File: src/rtl/bus_master_arbiter.sv
// Shared-bus arbiter between the stage-2 CPU control path and external masters.
// Registered outputs; every ownership change passes through one dead cycle.
module bus_master_arbiter #(
    parameter int NUM_EXT  = 2,
    parameter int MAX_HOLD = 16,
    parameter int CPU_MIN  = 4
) (
    input  logic               clk,
    input  logic               reset_n,
    input  logic               cpu_bus_request,
    input  logic [NUM_EXT-1:0] ext_req,
    output logic [NUM_EXT-1:0] ext_gnt,
    output logic               cpu_hold,
    output logic [2:0]         bus_owner,
    output logic               bus_idle
);

    localparam logic [2:0] S_CPU   = 3'd0;
    localparam logic [2:0] S_DRAIN = 3'd1;
    localparam logic [2:0] S_TIN   = 3'd2;
    localparam logic [2:0] S_EXT   = 3'd3;
    localparam logic [2:0] S_TOUT  = 3'd4;

    localparam logic [2:0] OWN_CPU  = 3'd0;
    localparam logic [2:0] OWN_NONE = 3'd7;

    localparam logic [7:0] CPU_MIN_C  = 8'(CPU_MIN);
    localparam logic [7:0] MAX_HOLD_C = 8'(MAX_HOLD);
    localparam logic [3:0] NUM_EXT_C  = 4'(NUM_EXT);
    localparam logic [2:0] LAST_EXT   = 3'(NUM_EXT - 1);

    logic [2:0] state;
    logic [2:0] rr_ptr;
    logic [2:0] winner;
    logic [7:0] hold_cnt;
    logic [7:0] cpu_cnt;

    logic [7:0] req_pad;
    logic       any_req;
    logic [7:0] cnt_inc;
    logic       cpu_done;
    logic [3:0] idx;
    logic [2:0] pick;
    logic       pick_vld;
    logic [2:0] rr_next;
    logic       release_ext;

    assign req_pad  = 8'(ext_req);
    assign any_req  = |ext_req;
    assign cnt_inc  = (cpu_cnt == 8'hff) ? cpu_cnt : cpu_cnt + 8'd1;
    // Compare the incremented count so CPU_OWN lasts exactly CPU_MIN cycles.
    assign cpu_done = (cnt_inc >= CPU_MIN_C);
    assign rr_next  = (winner == LAST_EXT) ? 3'd0 : winner + 3'd1;

    assign release_ext = !req_pad[winner] || (hold_cnt == MAX_HOLD_C);

    // Round-robin scan; walking downward leaves the nearest match in pick.
    always_comb begin
        idx      = '0;
        pick     = '0;
        pick_vld = 1'b0;
        for (int i = NUM_EXT - 1; i >= 0; i--) begin
            idx = {1'b0, rr_ptr} + 4'(i);
            if (idx >= NUM_EXT_C) begin
                idx = idx - NUM_EXT_C;
            end
            if (req_pad[idx[2:0]]) begin
                pick     = idx[2:0];
                pick_vld = 1'b1;
            end
        end
    end

    always_ff @(posedge clk or negedge reset_n) begin
        if (!reset_n) begin
            state     <= S_CPU;
            rr_ptr    <= '0;
            winner    <= '0;
            hold_cnt  <= '0;
            cpu_cnt   <= CPU_MIN_C;
            ext_gnt   <= '0;
            cpu_hold  <= 1'b0;
            bus_owner <= OWN_CPU;
            bus_idle  <= 1'b0;
        end else begin
            unique case (state)
                S_CPU: begin
                    cpu_cnt <= cnt_inc;
                    if (any_req && cpu_done) begin
                        state    <= S_DRAIN;
                        cpu_hold <= 1'b1;
                    end
                end
                S_DRAIN: begin
                    if (!any_req) begin
                        state     <= S_TOUT;
                        bus_owner <= OWN_NONE;
                        bus_idle  <= 1'b1;
                    end else if (!cpu_bus_request) begin
                        state     <= S_TIN;
                        bus_owner <= OWN_NONE;
                        bus_idle  <= 1'b1;
                    end
                end
                S_TIN: begin
                    if (pick_vld) begin
                        state     <= S_EXT;
                        winner    <= pick;
                        ext_gnt   <= NUM_EXT'(1) << pick;
                        bus_owner <= pick + 3'd1;
                        bus_idle  <= 1'b0;
                        hold_cnt  <= 8'd1;
                    end else begin
                        state <= S_TOUT;
                    end
                end
                S_EXT: begin
                    if (release_ext) begin
                        state     <= S_TOUT;
                        ext_gnt   <= '0;
                        bus_owner <= OWN_NONE;
                        bus_idle  <= 1'b1;
                        rr_ptr    <= rr_next;
                    end else begin
                        hold_cnt <= hold_cnt + 8'd1;
                    end
                end
                S_TOUT: begin
                    state     <= S_CPU;
                    cpu_hold  <= 1'b0;
                    bus_owner <= OWN_CPU;
                    bus_idle  <= 1'b0;
                    cpu_cnt   <= '0;
                end
                default: begin
                    state     <= S_CPU;
                    ext_gnt   <= '0;
                    cpu_hold  <= 1'b0;
                    bus_owner <= OWN_CPU;
                    bus_idle  <= 1'b0;
                end
            endcase
        end
    end

endmodule

File: config.mk
export PLATFORM = sky130hd
export DESIGN_NAME = bus_master_arbiter
export DESIGN_NICKNAME = d
export VERILOG_FILES = /design/src/rtl/bus_master_arbiter.sv
export SDC_FILE = /design/constraint.sdc
export NUM_CORES = 1
export LEC_CHECK = 0
export CORE_MARGIN = 8
export CORE_UTILIZATION = 50
export DETAILED_ROUTE_END_ITERATION = 12
export PLACE_DENSITY = 0.82
export SLEW_MARGIN = 10
export SYNTH_ARGS = -nofsm -noshare
export SYNTH_HDL_FRONTEND = slang
export SYNTH_SLANG_ARGS = --single-unit
File: constraint.sdc
create_clock -name clk -period 2.6 [get_ports clk]
set_input_delay 0.52 -clock clk [delete_from_list [all_inputs] [get_ports clk]]
set_output_delay 0.52 -clock clk [all_outputs]
set_load 0.01 [all_outputs]
## Word level (Yosys, flattened, before mapping)

Cells that the tools add are included.

- Output and inout port bits: 7
- Bits of input ports: 5
- Logic and storage cells: 93
- Flip-flop bits (word level): 32

- Mux-type cells: 39
- $lt $le $gt $ge: 6
- Shift-type cells: 1
- Eq/ne operators: 12
- $add $sub $neg: 7
- Bitwise logic cells: 3
- Reductions and logical operators: 16

Operator list:

| kind | number |
|---|---|
| 3-bit two-way mux | 14 |
| 8-bit case mux with 2 select lines | 2 |
| 8-bit two-way mux | 3 |
| 3-bit case mux with 4 select lines | 2 |
| 8-bit by 1-bit adder with 8-bit output (second input constant) | 2 |
| 3-bit by 4-bit < comparator with 1-bit output (second input constant) | 3 |
| 1-bit two-way mux | 10 |
| 1-bit binary-select mux with 3-bit select | 3 |
| 3-bit AND reduction | 3 |
| 8-bit by 5-bit equality test with 1-bit output (second input constant) | 1 |
| 8-bit equality test (second input constant) | 1 |
| 8-bit by 3-bit >= comparator with 1-bit output (second input constant) | 1 |
| 2-bit inequality test (second input constant) | 4 |
| 3-bit by 1-bit adder with 3-bit output (second input constant) | 2 |
| 3-bit by 1-bit equality test with 1-bit output (second input constant) | 2 |
| 3-bit by 2-bit equality test with 1-bit output (second input constant) | 2 |
| 2-bit case mux with 3 select lines | 1 |
| 2-bit AND reduction | 3 |
| 3-bit OR reduction | 2 |
| 3-bit by 2-bit subtractor with 3-bit output (second input constant) | 2 |
| 3-bit by 1-bit adder with 4-bit output (second input constant) | 1 |
| 4-bit by 2-bit >= comparator with 1-bit output (second input constant) | 1 |
| 2-bit two-way mux | 2 |
| 1-bit case mux with 4 select lines | 1 |
| 13 further kinds | 16 |

## Logic depth before layout (Yosys ltp)

Gate-level depths: netlist of the first run.

- Depth after elaboration: 10
- Gate-level depth with buffers: 10
- Mapped depth without buffers: 10

## Worst setup path after synthesis of the first run

Ideal clock, no wire load.

- Kind: flip-flop to flip-flop
- Start point: register rr_ptr[0]
- End point: register bus_idle
- Stages on the path, launching flop included: 9
- Arrival: 2361 ps
- Data required time: 2475 ps
- Slack: 114 ps
- Path buffers: 1
- Setup time: 125 ps
- Clock period less this slack: 2486 ps
- Cell sequence: dfrtp_1 -> inv_1 -> ha_1 -> or4b_4 -> a32o_1 -> and3_4 -> buf_6 -> a211oi_4 -> mux2_4

- Longest elaborated chain between the ends: 9
- Elaborated cells on any way between the ends: 15
- Those cells by class: add/sub (3); order compare (2); eq/ne (1); mux (8); reduce/logical (1)

RTL lines:

| element | line | RTL |
|---|---|---|
| start, declared | 33 | `logic [2:0] rr_ptr;` |
| start signal, assigned | 123 | `rr_ptr <= rr_next;` |
| 3-bit by 1-bit adder with 4-bit output | 63 | `idx = {1'b0, rr_ptr} + 4'(i);` |
| 4-bit by 2-bit >= comparator with 1-bit output or 3-bit by 2-bit subtractor with 3-bit output (tied branches) | 64, 65 |  |
| 3-bit two-way mux | 64 | `if (idx >= NUM_EXT_C) begin` |
| 1-bit binary-select mux with 3-bit select | 67 | `if (req_pad[idx[2:0]]) begin` |
| 1-bit two-way mux (not written as such) | 67 |  |
| 1-bit two-way mux | 67 |  |
| 1-bit two-way mux * | 67 |  |
| 2-bit inequality test (no source line) * | n/a |  |
| 4-bit AND reduction (no source line) * | n/a |  |
| end signal, assigned | 84 | `bus_idle <= 1'b0;` |
| end signal, assigned | 98 | `bus_idle <= 1'b1;` |
| end signal, assigned | 102 | `bus_idle <= 1'b1;` |
| end, declared | 15 | `output logic bus_idle` |

Every way passes the cells marked *; elsewhere a longest branch is shown, timed or not. The select of a mux whose other input is x is not followed.
A chain may end at the register's enable or synchronous reset.

## Worst setup path in the final report of the first run

- Start point: register rr_ptr[2]
- End point: register bus_idle

Same word-level chain as after synthesis.

==> results by stage, run 1 <==
Synthesis:
- By instance count, the leading cell after synthesis is sky130_fd_sc_hd__dfrtp_1.
- The synthesized flop and latch total is 32.
- The prevailing post-synth register cell is sky130_fd_sc_hd__dfrtp_1.
- The number of synthesized flops with an enable pin is 0.
- The number of different library cells in the post-synthesis netlist is 53.
- Of the synthesized area, sequential elements account for 0.408.
- The mean post-synth cell area is 8.82 um2.
- The total nets after synthesis is 237.
- Synthesis produced 223 cells.
- Of all cell types, the one taking the most synthesized area is sky130_fd_sc_hd__dfrtp_1.
- Sorting the synthesized cells by area gives the leading types as sky130_fd_sc_hd__dfrtp_1, sky130_fd_sc_hd__ha_1, sky130_fd_sc_hd__a21oi_1, sky130_fd_sc_hd__nor2_1, sky130_fd_sc_hd__xnor2_1.
- After synthesis, the most frequently instantiated cells are sky130_fd_sc_hd__dfrtp_1, sky130_fd_sc_hd__nor2_1, sky130_fd_sc_hd__a21oi_1, sky130_fd_sc_hd__inv_1, sky130_fd_sc_hd__nand2_1.
- The mapped cell area is 1970 um2.
- The share of flip-flops with an asynchronous set or reset is 1.00.
- The area fraction of the dominant cell type after synthesis is 0.394.
- The yosys synthesis warning count is 0.

Critical path:
- Data on the critical path is required at its endpoint by 2.77 ns.
- The source of the worst register-to-register timing path is rr_ptr[2].
- In this run the register-to-register setup slack is 0.18 ns.
- The type of origin of the critical path is a flip-flop.
- STA classifies the critical path endpoint as a flip-flop.
- For the worst setup path, the data arrival time is 2.59 ns.
- The maximum fanout along the worst path is 6.
- In this run the critical register-to-register path is captured at bus_idle.
- The path depth of the worst reg2reg path is 7.
- The path type of the worst setup path is reg2reg.

Detailed routing:
- Dividing the detail-routed via count by the number of cells gives 5.79.
- The number of detailed-routing iterations run before antenna repair is 4.
- The detailed-route via count is 1713.
- The residual antenna-violating net count after detailed routing is 0.
- The sum of routed wire length over all layers is 4360 um.
- The first routing iteration left 102 violations.
- The DRC violation count after routing is 0.
- After detailed routing, the average wire length per cell comes to 14.7 um.

STA:
- The timing-limited maximum frequency is 413 MHz.
- The count of endpoints failing hold in the final timing report is 0.
- The count of pins over their slew limit was 0.
- Setup repair after global routing left no endpoint under its margin.
- Measured against its own limit, the worst slew margin works out to 0.605.
- For the final database, setup skew stands at 0.00435 ns.
- The final-report setup violation count is 0.
- The post-route clock period utilization is 0.932.
- The final critical path time including I/O delays and setup is 2.42 ns.
- For the pin with the worst max-slew slack, the measured transition is 0.589 ns.
- Adding up every negative setup slack in the final design gives 0 ns.
- The worst path meets setup with 0.176 ns of slack.

Pwr:
- In this run the power density over the cells is 1170 nW/um2.
- The leakage power figure is 0.998 nW.
- Of the total power, the share spent switching nets is 0.410.
- IR analysis of the VDD net gives a maximum drop of 0.654 mV.
- The analysis attributes to net switching a power of 0.00110 W.
- The internal portion of the total power is 0.00157 W.
- The share of total power dissipated in the clock network is 0.149.
- The logic gate share of total power is 0.509.
- The sequential share of power is 0.342.

Place:
- The pre-CTS setup slack is 0.0974 ns.
- The congestion estimate from routability-driven global placement came to 0.858.
- The total of buffers placed on input and output ports is 11.
- Summed over all nets, the half-perimeter wirelength after detailed placement is 3140 um.
- The placed instances occupy a cell area of 2200 um2.

CTS:
- The H-tree was split into 2 levels.
- At the later pin of the worst-skew pair, clock insertion delay measures 0.29 ns.
- Post-CTS repair changed the size of 0 cells.
- The root buffer cell chosen for the clock tree is sky130_fd_sc_hd__clkbuf_8.
- The TritonCTS buffer count is 5.
- TritonCTS built the clock tree.
- The clock transition at the registers of the reported paths is 0.07 ns.
- The clock tree buffer depth is 2.
- Clock tree synthesis found a total of 32 sinks.
- The number of buffers inserted by hold repair at cts is 0.
- Buffers added to address setup during post-CTS repair amount to 0.

Floorplan:
- The die outline width is 78.7 um.
- The region available for standard cell placement spans 3880 um2.
- In this run the count of I/O pins placed on the die edge is 12.
- The die footprint is 6200 um2.
- The floorplan has 23 rows.
- The height of the chip is 78.7 um.
- For this configuration, the core starts out at a cell density of 0.506.

Global route:
- The first global-routing pass estimated 7540 um of wire.
- The total overflow reported by the global router is 0.
- The largest net degree at the start of global routing is 33.
- The via count of the first global-routing pass is 1671.
- The initial antenna violation count is 0.
- The combined global-route utilization of all metal layers is 0.152.

Min path:
- Along the worst hold path, the cell count comes to 2.
- The worst hold path begins at cpu_hold.
- The worst hold endpoint is cpu_hold.
- The classification of the worst-slack hold path is reg2reg.

Outcome:
- The flow ran to the end, and the final reports show no timing, DRC or antenna violations.

Layout:
- The number of fill cells in the layout is 338.
- The fraction of final layout cells with drive strength greater than 1 is 0.134.
- 0 antenna diodes ended up in the layout.
- The area growth from synthesis to layout is 16.4%.
- For this run, the post-layout net count is 259.
- The post-route cell area is 2290 um2.

Run:
- Across the run, the number of max-cap violations was 0.
layout by cell type (no fill, tap or decap), types with 2 or more instances in the layout:
cell type	count
sky130_fd_sc_hd__a31oi_1	5
sky130_fd_sc_hd__nor3_1	11
sky130_fd_sc_hd__o21bai_1	3
sky130_fd_sc_hd__o31ai_1	2
sky130_fd_sc_hd__nor2_1	24
sky130_fd_sc_hd__clkbuf_8	6
sky130_fd_sc_hd__clkbuf_1	2
sky130_fd_sc_hd__clkdlybuf4s50_1	11
sky130_fd_sc_hd__nor4_1	2
sky130_fd_sc_hd__a21oi_1	18
sky130_fd_sc_hd__o22ai_1	2
sky130_fd_sc_hd__dfrtp_1	31
sky130_fd_sc_hd__nand3b_1	3
sky130_fd_sc_hd__a22oi_1	2
sky130_fd_sc_hd__nand2_1	16
sky130_fd_sc_hd__nand3_1	8
sky130_fd_sc_hd__buf_4	14
sky130_fd_sc_hd__mux2i_1	3
sky130_fd_sc_hd__nand4b_1	2
sky130_fd_sc_hd__xnor2_1	8
sky130_fd_sc_hd__nand4_1	2
sky130_fd_sc_hd__and3_1	2
sky130_fd_sc_hd__nand2b_1	2
sky130_fd_sc_hd__inv_1	17
sky130_fd_sc_hd__a211oi_1	3
sky130_fd_sc_hd__ha_1	9
sky130_fd_sc_hd__o21ai_0	9
sky130_fd_sc_hd__or2_2	2
power groups by stage:
stage	Clock [W]	Sequential (W)	Combinational [W]
after floorplan	0	0.000867	0.00101
final	0.000399	0.000914	0.00136
after global placement	0	0.000908	0.00130
after detailed placement	0	0.000914	0.00135
after CTS	0.000416	0.000911	0.00136
after global routing	0.000437	0.000945	0.00150
per-stage QoR:
step	total power [W]	std cells	hold slack (ns)	utilization
floorplan	0.00187	223	0.224	-
global placement	0.00221	288	0.472	0.566
detailed placement	0.00227	288	0.471	0.566
CTS	0.00268	296	0.499	0.589
global route	0.00288	296	0.537	0.589
finish	0.00267	296	0.495	0.589
critical path, stage by stage, from the launching register on:
cell                       delay [ns]
sky130_fd_sc_hd__dfrtp_1         0.44
sky130_fd_sc_hd__inv_1           0.10
sky130_fd_sc_hd__ha_1            0.15
sky130_fd_sc_hd__or4b_4          0.47
sky130_fd_sc_hd__a32o_1          0.27
sky130_fd_sc_hd__and3_4          0.21
sky130_fd_sc_hd__a211oi_4        0.35
sky130_fd_sc_hd__mux2_4          0.33
logic make-up (layout without fill, tap and decap cells):
logic type	after synthesis	after routing	synth area share
muxes	5	5	0.0286
xor gates and xnor gates	9	9	0.0401
DFF	32	32	0.408
AOI/OAI and AO/OA	56	56	0.190
other	1	1	0.00191
and+or+nand+nor	84	84	0.219
adders and majority gates	9	9	0.0573
buffers and inverters	27	50	0.0553
per-layer routing:
layer | up-vias | part of all wire | global-route usage
met5 | - | 0 | 0
met2 | 37 | 0.48 | 0.252
met1 | 826 | 0.45 | 0.181
met4 | 0 | 0.022 | 0.0741
met3 | 10 | 0.048 | 0.0372
li1 | 840 | - | -
sequential cells by signal (all words and copies together), names as in the netlist:
name / count
rr_ptr: 3
hold_cnt: 8
state: 3
winner: 3
bus_owner: 3
ext_gnt: 2
cpu_cnt: 8
bus_idle: 1
cpu_hold: 1
cell type report:
| type | instances | area [um2] | area share |
|---|---|---|---|
| inverters | 17 | 63.8 | 0.0279 |
| well taps | 50 | 62.6 | 0.0273 |
| multi-input cells | 164 | 1060 | 0.461 |
| repair buffers | 25 | 215 | 0.0940 |
| flip-flops and latches | 32 | 802 | 0.350 |
| clock buffers | 8 | 90.1 | 0.0393 |
worst max path at each step:
stage                     startpoint        to  slack [ns]  depth (start not counted)
after floorplan            rr_ptr[0]  bus_idle        0.11                          8
after global placement    ext_req[0]  bus_idle        0.12                          6
after detailed placement  ext_req[0]  bus_idle         0.1                          6
after CTS                  rr_ptr[2]  bus_idle        0.18                          7
after global routing       rr_ptr[1]  bus_idle        0.11                          7
final                      rr_ptr[2]  bus_idle        0.18                          7
Note: power is estimated with default switching activity, not from simulation.
==> inputs of run 2 (changes only) <==
--- a/config.mk
+++ b/config.mk
@@ -10,4 +10,3 @@
 export DETAILED_ROUTE_END_ITERATION = 12
-export PLACE_DENSITY = 0.82
-export SLEW_MARGIN = 10
+export PLACE_DENSITY = 0.79
 export SYNTH_ARGS = -nofsm -noshare
==> constraint.sdc (replaced) <==
create_clock -name clk -period 2.85 [get_ports clk]
set_input_delay 0.57 -clock clk [delete_from_list [all_inputs] [get_ports clk]]
set_output_delay 0.57 -clock clk [all_outputs]
set_load 0.005 [all_outputs]
==> run 2 against run 1 <==
Sequential power down 5.7%. Global-route usage about the same. Fmax down 4.8%. Design area down 2.3%. Sequential share of layout area up 0.82 points. Utilization down 1.4 points. Sequential cell count unchanged. Highest routed layer unchanged.
==> results by stage, run 2 (synthesis results as in run 1) <==
Outcome:
- The flow ran to the end, and the final reports show no timing, DRC or antenna violations.

STA:
- The count of endpoints failing hold in the final timing report was 0 (unchanged).
- The headroom to the max-slew limit is 0.608 (+0.00305).
- The final-report setup violation count is 0 (unchanged).
- The post-route setup TNS is 0 ns (unchanged).
- The post-route clock period utilization is 0.893 (-0.0392).
- The final critical path time including I/O delays and setup is 2.55 ns (+0.121 ns).
- The count of pins over their slew limit is 0 (unchanged).
- Setup repair after global routing left no endpoint under its margin.
- The timing-limited maximum frequency came to 393 MHz (-4.8%).
- The worst hold margin is 0.508 ns (+0.0128 ns).
- The worst setup skew after layout is 0.00430 ns (-0.0000552 ns).
- The slew at the pin with the worst max-slew slack was 0.584 ns (-0.00454 ns).

Floorplan:
- The height of the chip was 78.7 um (unchanged).
- The number of core rows is 23 (unchanged).
- The effective utilization at floorplan was 0.506 (unchanged).
- The die outline width came to 78.7 um (unchanged).
- The boundary pin count is 12 (unchanged).
- The die footprint is 6200 um2 (unchanged).
- The core outline area came to 3880 um2 (unchanged).

Place:
- The total of buffers placed on input and output ports is 11 (unchanged).
- The detailed-placement wirelength estimate is 3090 um (-1.7%).
- The final RePlAce weighted congestion is 0.835 (-2.7%).
- The number of cells after detailed placement is 281 (-2.4%).

Detailed routing:
- The uppermost signal routing layer after detailed routing is met4.
- The residual antenna-violating net count after detailed routing was 0 (unchanged).
- The detailed-route via count is 1695 (-1.1%).
- The number of detailed-routing iterations run before antenna repair came to 5 (+1).
- The total met3 wirelength after detailed routing is 175 um (-17%).
- The number of DRC markers after the initial detailed-route iteration is 129 (+26%).
- The final routed wire length divided by cell count is 15.2 um (+3.0%).
- The met1 layer wirelength in the final routing is 1930 um (-2.3%).
- The DRC violation count after routing is 0 (unchanged).
- The sum of routed wire length over all layers is 4390 um (+0.57%).
- The total met2 wirelength after detailed routing came to 2210 um (+6.5%).
- The detail-routed via count per cell was 5.87 (+1.3%).

CTS:
- The latest clock arrival within the worst-skew pair is 0.28 ns (about the same).
- The post-CTS resize count was 0 (unchanged).
- The clock tree buffer depth is 2 (unchanged).
- The clock transition at the registers of the reported paths is 0.07 ns (about the same).
- The TritonCTS buffer count is 5 (unchanged).
- The cell at the root of the clock tree is sky130_fd_sc_hd__clkbuf_8.
- The CTS H-tree depth was 2 (unchanged).
- The total number of clock tree sinks is 32 (unchanged).
- TritonCTS built the clock tree.
- The buffers inserted during post-CTS setup optimization is 0 (unchanged).
- The number of buffers inserted by hold repair at cts is 0 (unchanged).

Layout:
- In the layout the commonest cells are sky130_fd_sc_hd__dfrtp_1, sky130_fd_sc_hd__nor2_1, sky130_fd_sc_hd__a21oi_1, sky130_fd_sc_hd__inv_1, sky130_fd_sc_hd__nand2_1.
- The combined flip-flop and latch cell area is 802 um2 (unchanged).
- The number of fill cells in the layout is 342 (+1.2%).
- In the final layout, the registers with the most flip-flops are cpu_cnt (8), hold_cnt (8).
- Leaving out fill and tap cells, the most frequent cell in the layout is sky130_fd_sc_hd__dfrtp_1.
- The final antenna diode count is 0 (unchanged).
- The count of placed standard cells in the final layout, fillers left out is 289 (-2.4%).
- The area growth from synthesis to layout is 13.7%.
- The area of the multi-input gates is 1060 um2 (unchanged).
- The fraction of final layout cells with drive strength greater than 1 was 0.109 (-0.0254).
- The number of nets at the end of the flow came to 252 (-2.7%).

Pwr:
- The leakage power figure is 0.965 nW (-3.3%).
- The maximum resistive drop on vdd was 0.687 mV (+5.1%).
- The power density of the placed cells was 1070 nW/um2 (-8.4%).

Min path:
- The path class of the tightest hold or removal check is reg2reg.

Critical path:
- The path type of the worst setup path is reg2reg.
- The maximum fanout along the worst path came to 7 (+1).
- The worst setup path is launched from a flip-flop.
- The category of the worst setup path capture point is a flip-flop.
- The critical path arrival is 2.71 ns (+0.12 ns).
- The required time of the worst setup path came to 3.01 ns (+0.24 ns).

Global route:
- The first-pass GRT wire length came to 7600 um (+0.73%).
- The via count of the first global-routing pass is 1685 (+0.84%).
- The total overflow reported by the global router came to 0 (unchanged).
- The largest net degree at the start of global routing is 33 (unchanged).
- The initial antenna violation count is 0 (unchanged).
- The combined global-route utilization of all metal layers is 0.152 (about the same).

Run:
- The total of max-cap violations was 0 (unchanged).
## run 2: report_power, final
group	total, W	switching (W)	leakage [nW]	internal [W]
registers	0.000862	0.000224	0.412	0.000638
clock network	0.000357	0.000160	0.0455	0.000197
logic	0.00117	0.000598	0.507	0.000575
total	0.00239	0.000983	0.965	0.00141
## run 2: worst max-delay path: stages (launching register included)
cell	delay, ns
sky130_fd_sc_hd__dfrtp_1	0.46
sky130_fd_sc_hd__inv_1	0.15
sky130_fd_sc_hd__ha_1	0.17
sky130_fd_sc_hd__or4b_4	0.48
sky130_fd_sc_hd__a32o_1	0.27
sky130_fd_sc_hd__and3_4	0.21
sky130_fd_sc_hd__a211oi_4	0.37
sky130_fd_sc_hd__mux2_4	0.33
## run 2: cell type report
type	instances	share of cell area
Sequential cell	32	0.359
Multi-Input combinational cell	164	0.472
Tap cell	50	0.0280
Clock buffer	8	0.0403
Timing Repair Buffer	18	0.0727
Inverter	17	0.0285
## run 2: per-layer routing
metal / track usage / up-vias
li1: - / 822
met1: 0.170 / 828
met2: 0.270 / 37
met3: 0.0361 / 8
met4: 0.0648 / 0
met5: 0 / -
## run 2: path summary, 6_finish.rpt
path	startpoint	to	slack, ns	cells after the start
worst max-delay path	rr_ptr[1]	bus_idle	0.30	7
worst min-delay path	cpu_hold	cpu_hold	0.51	2
worst max register to register	rr_ptr[1]	bus_idle	0.30	7
worst min register to register	cpu_hold	cpu_hold	0.51	2
max in group asynchronous	reset_n	cpu_cnt[2]	1.83	2
min in group asynchronous	reset_n	hold_cnt[4]	0.69	2
## run 2: metrics by stage
stage / cell area [um2] / utilization / power, W / worst slack [ns]
finish: 2240 / 0.576 / 0.00239 / 0.305
global route: 2240 / 0.576 / 0.00258 / 0.214
CTS: 2240 / 0.576 / 0.00240 / 0.314
detailed placement: 2150 / 0.553 / 0.00202 / 0.200
global placement: 2150 / 0.553 / 0.00196 / 0.218
floorplan: 1970 / - / 0.00169 / 0.364
